**config.mk**
```make
export PLATFORM = sky130hd
export DESIGN_NAME = mem_arbiter
export DESIGN_NICKNAME = d
export VERILOG_FILES = /design/src/rtl/mem_arbiter.sv
export SDC_FILE = /design/constraint.sdc
export NUM_CORES = 1
export LEC_CHECK = 0
export ABC_AREA = 1
export BUFFER_PORTS_ARGS = -buffer_cell sky130_fd_sc_hd__buf_4
export CORE_ASPECT_RATIO = 1.4
export CORE_UTILIZATION = 40
export CTS_BUF_LIST = sky130_fd_sc_hd__clkbuf_16
export CTS_CLUSTER_DIAMETER = 60
export DETAILED_ROUTE_END_ITERATION = 7
export PLACE_DENSITY = 0.7
export SYNTH_ARGS = -nofsm -noshare
export SYNTH_HDL_FRONTEND = slang
export SYNTH_SLANG_ARGS = --single-unit
```
**constraint.sdc**
```tcl
create_clock -name clk -period 2.5 [get_ports clk]
set_clock_uncertainty 0.2 [all_clocks]
set_input_delay 0.375 -clock clk [delete_from_list [all_inputs] [get_ports clk]]
set_output_delay 0.375 -clock clk [all_outputs]
set_load 0.02 [all_outputs]
```
**src/rtl/mem_arbiter.sv**
```systemverilog
// mem_arbiter: shares one unified memory port between the fetch and data stages.
// Alternates on contention, times out stuck accesses and pulses a registered ready per access.
module mem_arbiter #(
    parameter int unsigned MAX_WAIT = 15
) (
    input  logic        clk,
    input  logic        reset,
    input  logic        if_req,
    input  logic [31:0] if_addr,
    output logic [31:0] if_rdata,
    output logic        if_ready,
    input  logic        dm_req,
    input  logic        dm_we,
    input  logic [31:0] dm_addr,
    input  logic [31:0] dm_wdata,
    output logic [31:0] dm_rdata,
    output logic        dm_ready,
    output logic        mem_en,
    output logic        mem_we,
    output logic [31:0] mem_addr,
    output logic [31:0] mem_wdata,
    input  logic [31:0] mem_rdata,
    input  logic        mem_ack,
    output logic        stall_f,
    output logic        stall_m,
    output logic        bus_err
);
    typedef enum logic [1:0] {IDLE, BUSY_I, BUSY_D, RESP} state_t;
    state_t     state;
    logic [3:0] wait_cnt;
    logic       prev_d;
    logic       timeout;
    logic       grant_d;

    assign timeout = wait_cnt == 4'(MAX_WAIT - 1);
    // data wins a tie unless it also won the previous grant
    assign grant_d = dm_req & (~if_req | ~prev_d);
    assign stall_f = if_req & ~if_ready;
    assign stall_m = dm_req & ~dm_ready;

    always_ff @(posedge clk or negedge reset) begin
        if (!reset) begin
            state     <= IDLE;
            mem_en    <= 1'b0;
            mem_we    <= 1'b0;
            mem_addr  <= '0;
            mem_wdata <= '0;
            if_rdata  <= '0;
            dm_rdata  <= '0;
            if_ready  <= 1'b0;
            dm_ready  <= 1'b0;
            bus_err   <= 1'b0;
            wait_cnt  <= '0;
            prev_d    <= 1'b0;
        end else begin
            if_ready <= 1'b0;
            dm_ready <= 1'b0;
            bus_err  <= 1'b0;
            case (state)
                IDLE: if (if_req || dm_req) begin
                    state     <= grant_d ? BUSY_D : BUSY_I;
                    mem_en    <= 1'b1;
                    mem_we    <= grant_d & dm_we;
                    mem_addr  <= grant_d ? dm_addr : if_addr;
                    mem_wdata <= grant_d ? dm_wdata : '0;
                    wait_cnt  <= '0;
                    prev_d    <= grant_d;
                end
                BUSY_I, BUSY_D: if (mem_ack || timeout) begin
                    state    <= RESP;
                    mem_en   <= 1'b0;
                    mem_we   <= 1'b0;
                    bus_err  <= ~mem_ack;
                    if_ready <= state == BUSY_I;
                    dm_ready <= state == BUSY_D;
                    if (mem_ack && state == BUSY_I) if_rdata <= mem_rdata;
                    if (mem_ack && state == BUSY_D && !mem_we) dm_rdata <= mem_rdata;
                end else begin
                    wait_cnt <= wait_cnt + 4'd1;
                end
                default: state <= IDLE;
            endcase
        end
    end
endmodule

```
### Yosys cells after proc, flatten, opt, wreduce, memory -nomap -nowiden

Index checks and enable logic that the tools add are counted.

* bits of input ports: 134
* output and inout bits: 135
* bits in registers: 140
* word-level logic and storage cells: 64

* bitwise gates (word level): 10
* add/sub/neg operators: 1
* equality and inequality tests: 6
* mux-type cells: 20
* reductions and logical operators: 15

Operators with widths (count)
* 32-bit 2-to-1 mux: 2
* 3-bit AND reduction: 4
* 1-bit 2-to-1 mux: 9
* 4-bit 2-to-1 mux: 2
* 4-bit case mux with 2 select lines: 1
* 2-bit 2-to-1 mux: 3
* 2-bit inequality test, second input constant: 3
* 1-bit inverter: 5
* 4-bit by 1-bit adder with 4-bit output, second input constant: 1
* 1-bit AND: 4
* 4-bit equality test, second input constant: 1
* 1-bit case mux with 2 select lines: 2
* 2-bit case mux with 2 select lines: 1
* 2-bit AND reduction: 2
* 1-bit logical AND: 3
* 2-bit by 1-bit equality test with 1-bit output, second input constant: 1
* 2-bit equality test, second input constant: 1
* 2-bit logical NOT: 1
* 1-bit logical OR: 2
* 2-bit nonzero test: 1
* 2-bit OR reduction: 1
* 1-bit logical NOT: 1
* 1-bit OR: 1

### Depth between registers and ports, before layout

* depth in word-level cells: 6
* gate-level depth with buffers: 9
* depth with buffers taken out: 9

### Worst setup path before layout

Ideal clock, no wire load.

* kind: reg-to-reg
* start point: register state[0]
* end point: register dm_rdata[10]
* stages on the path, launching flop included: 7
* clock period less this slack: 1718 ps
* setup slack: 782 ps
* setup time: 83 ps
* buffers on the path: 1
* required time: 2217 ps
* data arrival time: 1435 ps
* cell sequence: dfrtp_1 > inv_1 > ha_1 > nand3_1 > clkbuf_1 > nand2_1 > o21ai_0

* word-level cells in the longest chain between the ends: 4

Ends and longest elaborated chain
* start: declaration: line 29 `state_t state;`
* start signal: assignment: line 61 `state <= grant_d ? BUSY_D : BUSY_I;`
* 2-bit equality test: line 59, 77
* 1-bit logical AND (2 in series): line 77 `if (mem_ack && state == BUSY_D && !mem_we) dm_rdata <= mem_rdata;`
* 3-bit AND reduction (no line) *
* end signal: assignment: line 77
* end: declaration: line 16 `output logic [31:0] dm_rdata,`

Mark *: on every way between the ends. The rest lies on a longest branch, timed or not.
A chain may end at the register's enable or synchronous reset.

### Final worst setup path

* start point: register state[0]
* end point: register mem_addr[4]

* word-level cells in the longest chain between the ends: 2

Ends and longest elaborated chain
* 2-bit logical NOT: line 59 `case (state)`
* 2-bit AND reduction (no line)
* end signal: assignment: line 64 `mem_addr <= grant_d ? dm_addr : if_addr;`
* end: declaration: line 20 `output logic [31:0] mem_addr,`

Every way passes these cells.

==> summary.md <==
| Metric | Value |
|---|---|
| Simple-gate share of the synthesized area | `16.3%` |
| Ant diodes | `0` |
| Clk sinks | `140` |
| Remaining DRCs | `0` |
| Critical path data arrival time | `2320 ps` |
| Core area | `14100 um2` |
| Hold crit path type | `in2reg` |
| Fillcell total | `1252` |
| Crit path max fanout | `65` |
| Synth Register Bits | `140` |
| Final WL | `15600 um` |
| 1st-pass router iterations | `4` |
| Worst IR drop on VDD | `0.704 mV` |
| Clock-pin slew on the worst setup and hold paths | `60 ps` |
| Max-cap violation count | `0` |
| Worst setup SP type | `flip-flop` |
| XOR/XNOR Fraction of Synth Area | `0%` |
| Layout Nets | `1081` |
| Clock root buffer | `clkbuf_16` |
| DRT antenna net count | `0` |
| Fmax achieved | `0.458 GHz` |
| RD Place Congestion | `0.821` |
| Gr ovfl total | `0` |
| Hpwl dp | `11100 um` |
| Cell Area, Placed | `8050 um2` |
| CP Class | `reg2reg` |
| Port Buffer Count | `268` |
| Worst Setup End Kind | `flip-flop` |
| Syn-to-layout area delta | `49.9%` |
| Register area share after synthesis | `60.0%` |
| Largest family of logic cells by synthesized area | `simple AND/OR/NAND/NOR gates` |
| DR top layer | `met4` |
| Antenna violations before repair | `0` |
| Mapped Nets | `807` |
| Synth area leader | `dfrtp_1` |
| Global-route wire length before repair | `25800 um` |
| Layout cells sized above 1 | `32.8%` |
| Fin area | `8740 um2` |
| Vias in the first global route | `5093` |
| Final setup TNS | `0 ps` |
| Via density | `4.60` |
| GRT Total Usage | `21.5%` |
| Share of the synthesized area in the top cell type | `60.0%` |
| H-Tree Depth | `4` |
| Power density over the cells | `1320 nW/um2` |
| Chip width | `104 um` |
| Total power | `0.0116 W` |
| Slew Limit Fails | `0` |
| Post-synthesis instance total | `667` |
| RSZ-0062 raised after global routing | `false` |
| Yosys cell types | `18` |
| First DRT Iteration DRCs | `379` |
| Die Area | `15100 um2` |
| Max-slew headroom | `26.7%` |
| Fin crit period | `2180 ps` |
| Wl on met1 | `6540 um` |
| Pin count of the biggest net entering global routing | `66` |
| Compound-gate portion of the synthesized area | `13.1%` |
| Die H | `145 um` |
| Crit share post-route | `87.4%` |
| Routed met3 length | `1360 um` |
| Initial core utilization | `41.4%` |
| CP required | `2640 ps` |
| Post-Route Utilization | `62.0%` |
| TritonCTS clock tree | `done` |
| Final hold violations | `0` |
| CTS Buffer Depth | `2` |
| Synth warn | `0` |
| Pleak | `4.90 nW` |
| Row count | `51` |
| Area contributors post-synth | `dfrtp_1, nand2_1, o21ai_0` |
| Worst-margin pin slew | `1100 ps` |
| Status | `finished clean` |
| Synth Area in Adders | `1.29%` |
| Routed wl met2 | `7370 um` |
| Multiplexer area fraction after synthesis | `0%` |
| Synthesized cell area | `5830 um2` |
| Post-CTS resize count | `0` |
| WL per Instance | `13.7 um` |
| Final setup viols | `0` |
| Avg Inst Size Synth | `8.75 um2` |
| CTS buffer count | `17` |
| Vias | `5230` |
| Clk Latency, worst-skew pair | `410 ps` |
| I/O pin cnt | `269` |
[where the power goes]
| part | switching (W) | internal [W] |
|---|---|---|
| Combinational | 0.00306 | 0.00205 |
| Sequential | 0.000595 | 0.00330 |
| Clock | 0.000982 | 0.00157 |
| Total | 0.00463 | 0.00692 |
[cell usage after synthesis, drive strengths merged]
cell    instances
nand4           1
o21a            1
clkbuf         18
nor3            1
o21ai         101
o211ai         31
nand2         223
nor2           12
a21oi           2
dfrtp         140
nand3          11
buf            13
ha              6
inv           107
[cell families (layout without fill, tap and decap cells)]
kind of cell,after synthesis,count (layout)
buffers and inverters,138,424
AOI/OAI and AO/OA,135,135
DFF,140,140
adders and majority gates,6,6
and+or+nand+nor,248,248
[routing by layer]
layer / vias up / GRT usage, %
met2: 221 / 35.2
li1: 2625 / -
met3: 26 / 6.96
met4: 0 / 7.29
met1: 2358 / 26.8
met5: - / 0
[final cells by class]
| class | count | area [um2] | share of cell area [%] |
|---|---|---|---|
| flip-flops and latches | 140 | 3500 | 40.1 |
| multi-input cells | 389 | 1800 | 20.6 |
| repair buffers | 286 | 2210 | 25.3 |
| inverters | 107 | 402 | 4.59 |
| clock inverters | 14 | 169 | 1.93 |
| well taps | 185 | 231 | 2.65 |
| clock buffers | 17 | 425 | 4.86 |
[registers in the layout, summed over array words and instances (netlist names), 2 cells and up]
name / count
dm_rdata: 32
if_rdata: 32
mem_addr: 32
mem_wdata: 32
wait_cnt: 4
state: 2
[final timing paths]
kind	from	to	slack, ps	cells after the start
max in group asynchronous	reset	mem_wdata[9]	1170	3
setup reg to reg	state[0]	mem_addr[4]	320	7
hold reg to reg	if_rdata[15]	if_rdata[15]	280	2
setup / recovery	state[0]	mem_addr[4]	320	7
hold / removal	dm_addr[22]	mem_addr[22]	20	3
min in group asynchronous	reset	mem_addr[13]	310	2
[through the flow]
step | worst slack, ps | hold slack (ps) | instances
after CTS | 264 | 2.94 | 1138
after global placement | 355 | 187 | 1097
after floorplan | 782 | -121 | 667
after detailed placement | 268 | 181 | 1097
after global routing | 38.3 | 4.41 | 1138
final | 315 | 16.8 | 1138
[what timing repair did]
item,in CTS,in global routing
setup endpoints to repair,0,0
hold endpoints to repair,63,0
hold buffers,10,0
setup buffers,0,0
[cells in the final DEF (no fill, tap or decap), types with 2 or more instances in the layout]
cell type,instances
buf_12,3
buf_4,272
bufinv_16,3
clkbuf_16,17
clkinv_2,2
clkinvlp_4,4
dfrtp_1,140
dlygate4sd3_1,10
ha_1,6
inv_1,105
inv_2,3
inv_6,4
nand2_1,221
nand2_2,2
nand3_1,10
nor2_1,12
o211ai_1,31
o21ai_0,83
o21ai_1,18
[critical path, cell delays in order (launching register included)]
cell     delay, ps
dfrtp_1        380
inv_1           70
ha_1           240
inv_1          120
a21oi_4         40
inv_2          780
nand2_1        130
nand2_1        120
No activity file was read; power rests on OpenSTA's default activity.
